$ cat src/rtl/watch_pkg.sv
// Shared definitions for the watch time-set controller.
//   - SEC / MIN / HOUR : one-hot field codes used on buttons, commands and o_hms
//   - state_e          : FSM state encoding for the button auto-repeat path
//   - is_onehot3       : helper used to qualify button and command vectors
package watch_pkg;

    localparam logic [2:0] SEC  = 3'b001;
    localparam logic [2:0] MIN  = 3'b010;
    localparam logic [2:0] HOUR = 3'b100;

    typedef enum logic [1:0] {
        ST_IDLE   = 2'd0,
        ST_HOLD   = 2'd1,
        ST_REPEAT = 2'd2
    } state_e;

    function automatic logic is_onehot3(input logic [2:0] v);
        return (v == SEC) || (v == MIN) || (v == HOUR);
    endfunction

endpackage

$ cat src/rtl/watch_set_ctrl_if.sv
// Signal bundle between the watch time-set controller and its environment.
//   set_en                     : time-set mode enable (level)
//   btn_sec/btn_min/btn_hour   : debounced button levels
//   cmd_inc[2:0]               : single-cycle UART increment strobe, one-hot {hour,min,sec}
//   o_hms[2:0]                 : registered increment pulse to the watch datapath
//   o_busy                     : button path active (FSM not idle)
//   o_drop                     : one-cycle pulse when a command is discarded
// master = environment side, slave = controller side.
interface watch_set_ctrl_if;

    logic       set_en;
    logic       btn_sec;
    logic       btn_min;
    logic       btn_hour;
    logic [2:0] cmd_inc;
    logic [2:0] o_hms;
    logic       o_busy;
    logic       o_drop;

    modport master (
        output set_en, btn_sec, btn_min, btn_hour, cmd_inc,
        input  o_hms, o_busy, o_drop
    );

    modport slave (
        input  set_en, btn_sec, btn_min, btn_hour, cmd_inc,
        output o_hms, o_busy, o_drop
    );

endinterface

$ cat src/rtl/watch_hold_timer.sv
// Up-counting interval timer for the hold / auto-repeat delays.
//   clk, reset  : clock, synchronous active-high reset
//   clear_i     : force count to 0 (priority over enable)
//   enable_i    : advance count by one
//   tc_i        : terminal count (interval length minus one)
//   done_o      : count has reached tc_i
module watch_hold_timer #(
    parameter int W = 4
) (
    input  logic         clk,
    input  logic         reset,
    input  logic         clear_i,
    input  logic         enable_i,
    input  logic [W-1:0] tc_i,
    output logic         done_o
);

    logic [W-1:0] cnt_q;
    logic [W-1:0] cnt_d;

    always_comb begin
        cnt_d = cnt_q;
        if (clear_i)       cnt_d = '0;
        else if (enable_i) cnt_d = cnt_q + 1'b1;
    end

    always_ff @(posedge clk) begin
        if (reset) cnt_q <= '0;
        else       cnt_q <= cnt_d;
    end

    assign done_o = (cnt_q == tc_i);

endmodule

$ cat src/rtl/watch_set_ctrl.sv
// Watch time-set controller: turns held buttons into an initial increment
// pulse plus auto-repeat, and merges single-cycle UART increment commands
// through a one-slot pending register. Button pulses win; a command that
// collides with a button pulse waits one slot.
//   clk, reset : clock, synchronous active-high reset
//   bus        : watch_set_ctrl_if.slave (buttons, commands, o_hms/o_busy/o_drop)
//
// state     | meaning
// ST_IDLE   | waiting for a single button press
// ST_HOLD   | first pulse issued, timing the hold delay
// ST_REPEAT | auto-repeating every REPEAT_CYCLES
module watch_set_ctrl
    import watch_pkg::*;
#(
    parameter int HOLD_CYCLES   = 50_000_000,
    parameter int REPEAT_CYCLES = 10_000_000
) (
    input  logic              clk,
    input  logic              reset,
    watch_set_ctrl_if.slave   bus
);

    localparam int MAX_CYC = (HOLD_CYCLES > REPEAT_CYCLES) ? HOLD_CYCLES : REPEAT_CYCLES;
    localparam int TW      = ($clog2(MAX_CYC) < 1) ? 1 : $clog2(MAX_CYC);
    localparam logic [TW-1:0] HOLD_TC = TW'(HOLD_CYCLES - 1);
    localparam logic [TW-1:0] REP_TC  = TW'(REPEAT_CYCLES - 1);

    state_e     state_q, state_d;
    logic [2:0] field_q, field_d;
    logic [2:0] pend_q, pend_d;
    logic [2:0] hms_q, hms_d;
    logic       drop_q, drop_d;

    logic [2:0]    btn_vec;
    logic          btn_held;
    logic          btn_pulse;
    logic [2:0]    pulse_field;
    logic          cmd_ok;
    logic          tmr_clear;
    logic          tmr_en;
    logic          tmr_done;
    logic [TW-1:0] tmr_tc;

    assign btn_vec  = {bus.btn_hour, bus.btn_min, bus.btn_sec};
    assign btn_held = |(btn_vec & field_q);
    assign cmd_ok   = bus.set_en && is_onehot3(bus.cmd_inc);

    watch_hold_timer #(.W(TW)) u_timer (
        .clk      (clk),
        .reset    (reset),
        .clear_i  (tmr_clear),
        .enable_i (tmr_en),
        .tc_i     (tmr_tc),
        .done_o   (tmr_done)
    );

    // Button path FSM
    always_comb begin
        state_d     = state_q;
        field_d     = field_q;
        btn_pulse   = 1'b0;
        pulse_field = field_q;
        tmr_clear   = 1'b0;
        tmr_en      = 1'b0;
        tmr_tc      = (state_q == ST_REPEAT) ? REP_TC : HOLD_TC;
        case (state_q)
            ST_IDLE: begin
                if (bus.set_en && is_onehot3(btn_vec)) begin
                    field_d     = btn_vec;
                    pulse_field = btn_vec;
                    btn_pulse   = 1'b1;
                    tmr_clear   = 1'b1;
                    state_d     = ST_HOLD;
                end
            end
            ST_HOLD, ST_REPEAT: begin
                if (!bus.set_en || !btn_held) begin
                    field_d   = 3'b000;
                    tmr_clear = 1'b1;
                    state_d   = ST_IDLE;
                end else if (tmr_done) begin
                    btn_pulse = 1'b1;
                    tmr_clear = 1'b1;
                    state_d   = ST_REPEAT;
                end else begin
                    tmr_en = 1'b1;
                end
            end
            default: begin
                field_d   = 3'b000;
                tmr_clear = 1'b1;
                state_d   = ST_IDLE;
            end
        endcase
    end

    // Output merge and pending slot. The slot drains on any edge without a
    // button pulse; a new command may refill it on that same edge.
    always_comb begin
        hms_d  = 3'b000;
        pend_d = pend_q;
        drop_d = 1'b0;
        if (!bus.set_en) begin
            pend_d = 3'b000;
        end else if (btn_pulse) begin
            hms_d = pulse_field;
            if (cmd_ok) begin
                if (pend_q == 3'b000) pend_d = bus.cmd_inc;
                else                  drop_d = 1'b1;
            end
        end else if (pend_q != 3'b000) begin
            hms_d  = pend_q;
            pend_d = cmd_ok ? bus.cmd_inc : 3'b000;
        end else if (cmd_ok) begin
            hms_d = bus.cmd_inc;
        end
    end

    always_ff @(posedge clk) begin
        if (reset) begin
            state_q <= ST_IDLE;
            field_q <= 3'b000;
            pend_q  <= 3'b000;
            hms_q   <= 3'b000;
            drop_q  <= 1'b0;
        end else begin
            state_q <= state_d;
            field_q <= field_d;
            pend_q  <= pend_d;
            hms_q   <= hms_d;
            drop_q  <= drop_d;
        end
    end

    assign bus.o_hms  = hms_q;
    assign bus.o_busy = (state_q != ST_IDLE);
    assign bus.o_drop = drop_q;

endmodule

$ cat src/flat_wrapper.sv
// flat-port wrapper written by rule: the top's interface ports become plain ports
module watch_set_ctrl_flat import watch_pkg::*;
#(
    parameter int HOLD_CYCLES   = 50_000_000,
    parameter int REPEAT_CYCLES = 10_000_000
)
  (clk, reset, bus_set_en, bus_btn_sec, bus_btn_min, bus_btn_hour, bus_cmd_inc, bus_o_hms, bus_o_busy, bus_o_drop);
  watch_set_ctrl_if bus_i ();
  input  logic clk;
  input  logic reset;
  input wire logic [$bits(bus_i.set_en)-1:0] bus_set_en;
  input wire logic [$bits(bus_i.btn_sec)-1:0] bus_btn_sec;
  input wire logic [$bits(bus_i.btn_min)-1:0] bus_btn_min;
  input wire logic [$bits(bus_i.btn_hour)-1:0] bus_btn_hour;
  input wire logic [$bits(bus_i.cmd_inc)-1:0] bus_cmd_inc;
  output wire logic [$bits(bus_i.o_hms)-1:0] bus_o_hms;
  output wire logic [$bits(bus_i.o_busy)-1:0] bus_o_busy;
  output wire logic [$bits(bus_i.o_drop)-1:0] bus_o_drop;
  assign bus_i.set_en = bus_set_en;
  assign bus_i.btn_sec = bus_btn_sec;
  assign bus_i.btn_min = bus_btn_min;
  assign bus_i.btn_hour = bus_btn_hour;
  assign bus_i.cmd_inc = bus_cmd_inc;
  assign bus_o_hms = bus_i.o_hms;
  assign bus_o_busy = bus_i.o_busy;
  assign bus_o_drop = bus_i.o_drop;
  watch_set_ctrl #(.HOLD_CYCLES(HOLD_CYCLES), .REPEAT_CYCLES(REPEAT_CYCLES)) u_core (.clk(clk), .reset(reset), .bus(bus_i));
endmodule
$ cat config.mk
export PLATFORM = sky130hd
export DESIGN_NAME = watch_set_ctrl_flat
export DESIGN_NICKNAME = d
export VERILOG_FILES = /design/src/rtl/watch_pkg.sv /design/src/rtl/watch_set_ctrl_if.sv /design/src/rtl/watch_hold_timer.sv /design/src/rtl/watch_set_ctrl.sv /design/src/flat_wrapper.sv
export SDC_FILE = /design/constraint.sdc
export NUM_CORES = 1
export LEC_CHECK = 0
export ABC_AREA = 1
export BUFFER_PORTS_ARGS = -buffer_cell sky130_fd_sc_hd__buf_2
export CAP_MARGIN = 20
export CORE_ASPECT_RATIO = 1.1
export CORE_MARGIN = 4
export CORE_UTILIZATION = 46
export CTS_CLUSTER_SIZE = 10
export DETAILED_ROUTE_END_ITERATION = 6
export PLACE_DENSITY_LB_ADDON = 0.05
export SLEW_MARGIN = 20
export SYNTH_ARGS = -nofsm -noshare
export SYNTH_HDL_FRONTEND = slang
export SYNTH_SLANG_ARGS = --single-unit
$ cat constraint.sdc
create_clock -name clk -period 4.7 [get_ports clk]
set_input_delay 0.705 -clock clk [delete_from_list [all_inputs] [get_ports clk]]
set_output_delay 0.705 -clock clk [all_outputs]
set_load 0.05 [all_outputs]
### After elaboration in Yosys (flattened, before gate mapping)

Cells that the tools add are included.

| storage, ports and cells | value |
|---|---|
| register bits | 38 |
| bits of input ports | 9 |
| output and inout port bits | 5 |

| cells by class | value |
|---|---|
| add/subtract/negate cells | 1 |
| equal/unequal tests | 14 |
| mux-type cells | 26 |
| bitwise logic cells | 4 |
| reduce and logical (&&, ||, !) cells | 21 |

Operators with widths:

| operator | count |
|---|---|
| 2-to-1 mux 3 bit | 10 |
| adder 26 x 1 -> 26 bit, second input constant | 1 |
| equality test 26 bit | 1 |
| 2-to-1 mux 26 bit | 1 |
| 2-to-1 mux 1 bit | 8 |
| equality test 3 x 1 -> 1 bit, second input constant | 2 |
| equality test 3 x 2 -> 1 bit, second input constant | 2 |
| equality test 3 bit, second input constant | 2 |
| 2-to-1 mux 2 bit | 3 |
| one-hot mux 3 bit (2 select lines) | 1 |
| OR reduction 2 bit | 3 |
| logical OR 1 bit | 5 |
| inequality test 2 x 1 -> 1 bit, second input constant | 2 |
| inequality test 2 bit, second input constant | 2 |
| one-hot mux 1 bit (2 select lines) | 2 |
| one-hot mux 2 bit (2 select lines) | 1 |
| nonzero test 2 bit | 2 |
| OR reduction 4 bit | 1 |
| bitwise AND 3 bit | 1 |
| logical NOT 3 bit | 1 |
| inequality test 3 x 1 -> 1 bit, second input constant | 1 |
| inverter 1 bit | 3 |
| AND reduction 3 bit | 1 |
| nonzero test 3 bit | 1 |
| other kinds (7) | 9 |

### Depth between registers and ports, before layout

| depth | value |
|---|---|
| depth in word-level cells | 8 |
| depth in mapped cells | 12 |
| gate-level depth less buffers | 12 |

### Modules after synthesis

From an unflattened synthesis, not the netlist that was laid out.

| unflattened totals | value |
|---|---|
| cells, all modules | 421 |
| area, all modules | 2675.1 um2 |

Modules (own cells, without submodules):

| module | instances | cells an instance | area each (um2) |
|---|---|---|---|
| watch_hold_timer | 1 | 297 | 1826.8 |
| watch_set_ctrl | 1 | 124 | 848.3 |

### Least setup slack after synthesis

No wires, ideal clock.

| timing | value |
|---|---|
| path type | reg-to-reg |
| start | register u_core.state_q[0] |
| end | register u_core.u_timer.cnt_q[15] |
| library setup time | 0.066 ns |
| data arrival time | 1.755 ns |
| required time | 4.634 ns |
| slack | 2.879 ns |
| stages on the path, launching flop included | 9 |
| buffers on the path | 1 |
| clock period less this slack | 1.821 ns |
| cell sequence | dfxtp_1 -> inv_1 -> ha_1 -> inv_1 -> nor2_4 -> nor3_1 -> o21ai_4 -> buf_6 -> a21oi_2 |

| on the way | value |
|---|---|
| cells in the longest elaborated chain, start to end | 7 |

RTL lines:

| item | RTL line | text |
|---|---|---|
| start: declaration | watch_set_ctrl.sv:28 | `state_e state_q, state_d;` |
| start signal: assignment | watch_set_ctrl.sv:127 | `state_q <= state_d;` |
| equality test 2 bit | watch_set_ctrl.sv:65, watch_set_ctrl.sv:66 |  |
| 2-to-1 mux 26 bit | watch_set_ctrl.sv:65 | `tmr_tc = (state_q == ST_REPEAT) ? REP_TC : HOLD_TC;` |
| equality test 26 bit | watch_hold_timer.sv:32 | `assign done_o = (cnt_q == tc_i);` |
| 2-to-1 mux 1 bit | watch_set_ctrl.sv:81 | `end else if (tmr_done) begin` |
| 2-to-1 mux 1 bit | watch_set_ctrl.sv:77 | `if (!bus.set_en \|\| !btn_held) begin` |
| one-hot mux 1 bit (2 select lines) | watch_set_ctrl.sv:66 | `case (state_q)` |
| OR reduction 2 bit (no source line) | - |  |
| end signal: assignment | watch_hold_timer.sv:29 | `else cnt_q <= cnt_d;` |
| end: declaration | watch_hold_timer.sv:18 | `logic [W-1:0] cnt_q;` |

Several ways; a longest one is shown, not always the timed one.
A chain may end at the register's enable or synchronous reset.

### Final worst setup path

| timing | value |
|---|---|
| start | register u_core.state_q[0] |
| end | register u_core.u_timer.cnt_q[17] |

Same word-level chain as after synthesis.

==> flow_summary.json <==
{
  "cap_violations": 0,
  "drive_above_1_share": 0.144,
  "htree_levels": 2,
  "numCtsBuffers": 5,
  "setup_ws_ns": 2.11,
  "status": "finished clean",
  "hold_viol_final": 0,
  "critPathRequiredTime_ns": 4.84,
  "rsz0062_at_grt": "no",
  "irDropWorstVdd_uv": 207,
  "wl_um": 5620,
  "ctsResizeCount": 0,
  "clock_latency_ns": 0.29,
  "die_area_um2": 6650,
  "worstMarginPinSlew_ns": 0.895,
  "groute.usage.overall": 0.181,
  "grt_max_degree": 30,
  "hold_buffers": 0,
  "cts_num_sinks": 38,
  "synth-main-ff-cell": "dfxtp_1",
  "first_pass_iters": 4,
  "setup_viol": 0,
  "synth-async-reset-ratio": 0,
  "crit_family": "buffers and inverters",
  "power_uw": 698,
  "grt_pass1_vias": 2190,
  "dp_cells": 447,
  "relSlewSlack": 0.401,
  "critical_path.endpoint_type": "flop",
  "worst-setup-path-type": "reg -> reg",
  "slowest_delay_ns": 0.60,
  "io_buffers": 13,
  "clkTransAtPathRegs_ns": 0.08,
  "placed_area_um2": 2560,
  "vias_per_cell": 4.91,
  "leakage_nw": 1.08,
  "layout_commonest_cell": "nand2_1",
  "finalClockSkew_ns": 0.00674,
  "route.vias.total": 2236,
  "yosysSeqAreaShare": 0.306,
  "critPathBufInv": 3,
  "drt_iter0_markers": 111,
  "layout_common_cells": "nand2_1, inv_1, dfxtp_1",
  "wl_per_cell_um": 12.4,
  "netlist_instances": 369,
  "cts_buffer_depth": 2,
  "cts_setup_buffers": 0,
  "slew_violations": 0,
  "ys_warn_count": 0,
  "netlist_area_um2": 2490,
  "tritoncts": "done",
  "stdcell_count": 455,
  "critical_path.slowest_cell": "inv_1",
  "die_y_um": 85.1,
  "area_delta_synth_final_pct": 6.74,
  "synth-edff-count": 0,
  "clockRootBuffer": "clkbuf_8",
  "core_um2": 5130,
  "grt_pass1_wl_um": 9880,
  "crit_chain": "inv_1 -> ha_1 -> nand3_1 -> inv_1 -> nand2_2 -> inv_1 -> nand2_1 -> xor2_1 -> nor2_1",
  "whs_ns": 0.491,
  "cp.arrival_ns": 2.73,
  "cpMostUsedCell": "inv_1",
  "period_share": 0.550,
  "dpl_worst_slack_ns": 1.99,
  "start_util": 0.484,
  "ant_nets": 0,
  "min_path_type": "reg -> reg",
  "start_kind": "flop",
  "timing.setup.tns_ns": 0,
  "fp-row-count": 27,
  "grt_overflow_total": 0,
  "powerDensity_nw_per_um2": 263,
  "synth_fp_nets": 382,
  "place.gp.congestion": 0.901,
  "post-dp-hpwl_um": 4270,
  "io_pins": 14,
  "fmax_ghz": 0.387,
  "die_w_um": 78.1,
  "finalNetCount": 395,
  "avgSynthCellArea_um2": 6.74,
  "worstPathMaxFanout": 29,
  "ys_ff_latch": 38,
  "post-route-min-period_ns": 2.59,
  "drc": 0,
  "synth_cell_types": 32,
  "insertedDiodeCount": 0,
  "final_util": 0.517,
  "antenna_found_initial": 0,
  "fin_area_um2": 2650
}
==> flip-flops by register name, indices dropped and copies added (netlist names) <==
register and count:
u_core.field_q 3, u_core.state_q 2, u_core.pend_q 3, u_core.bus.o_drop 1
u_core.bus.o_hms 3, u_core.u_timer.cnt_q 26
==> per-layer routing <==
layer	wire, um	GRT usage	vias to the layer above
met2	2850	0.344	37
met4	60	0.0461	0
met5	0	0	-
met1	2560	0.208	999
li1	-	-	1196
met3	152	0.0308	4
==> path summary, 6_finish.rpt <==
check,from,to,slack [ns],depth (start not counted)
setup / recovery,u_core.state_q[0],u_core.u_timer.cnt_q[17],2.11,9
hold / removal,u_core.field_q[0],u_core.field_q[0],0.49,2
setup reg to reg,u_core.state_q[0],u_core.u_timer.cnt_q[17],2.11,9
hold reg to reg,u_core.field_q[0],u_core.field_q[0],0.49,2
==> worst register-to-register path, stage by stage (launching register included) <==
cell and delay (ns):
dfxtp_1 0.38, inv_1 0.08, ha_1 0.37, nand3_1 0.17, inv_1 0.15, nand2_2 0.34, inv_1 0.61, nand2_1 0.13
xor2_1 0.16, nor2_1 0.05
==> power by group <==
part | internal [mW] | switching, mW
registers | 0.331 | 0.00621
logic | 0.0365 | 0.0891
clock network | 0.119 | 0.116
total | 0.486 | 0.212
==> cells in the mapped netlist (2+ instances only) <==
library cell / n / area [um^2]
a21oi_1: 11 / 55.1
a21oi_2: 16 / 140
buf_2: 2 / 10.0
buf_6: 3 / 33.8
dfxtp_1: 38 / 761
ha_1: 4 / 50.1
inv_1: 42 / 158
nand2_1: 116 / 435
nand2_2: 8 / 50.1
nand3_1: 21 / 105
nand4_1: 8 / 50.1
nor2_1: 35 / 131
nor2_2: 2 / 12.5
nor3_1: 12 / 60.1
nor3b_1: 3 / 22.5
o21ai_0: 13 / 65.1
xnor2_1: 7 / 61.3
xor2_1: 14 / 123
==> cell families (layout without fill, tap and decap cells) <==
group | after synthesis | after routing | synth area share
compound gates | 42 | 42 | 0.113
xor+xnor | 21 | 21 | 0.0740
fa+ha+maj | 4 | 4 | 0.0201
buf+inv | 50 | 64 | 0.0966
flops | 38 | 38 | 0.306
simple gates | 214 | 214 | 0.390
==> final cells by class <==
class / count / area, um^2
Clock buffer: 7 / 86.3
Clock inverter: 1 / 5.00
Fill cell: 563 / 2480
Inverter: 43 / 161
Multi-Input combinational cell: 281 / 1490
Sequential cell: 38 / 761
Tap cell: 72 / 90.1
Timing Repair Buffer: 13 / 65.1
No activity file was read; power rests on OpenSTA's default activity.
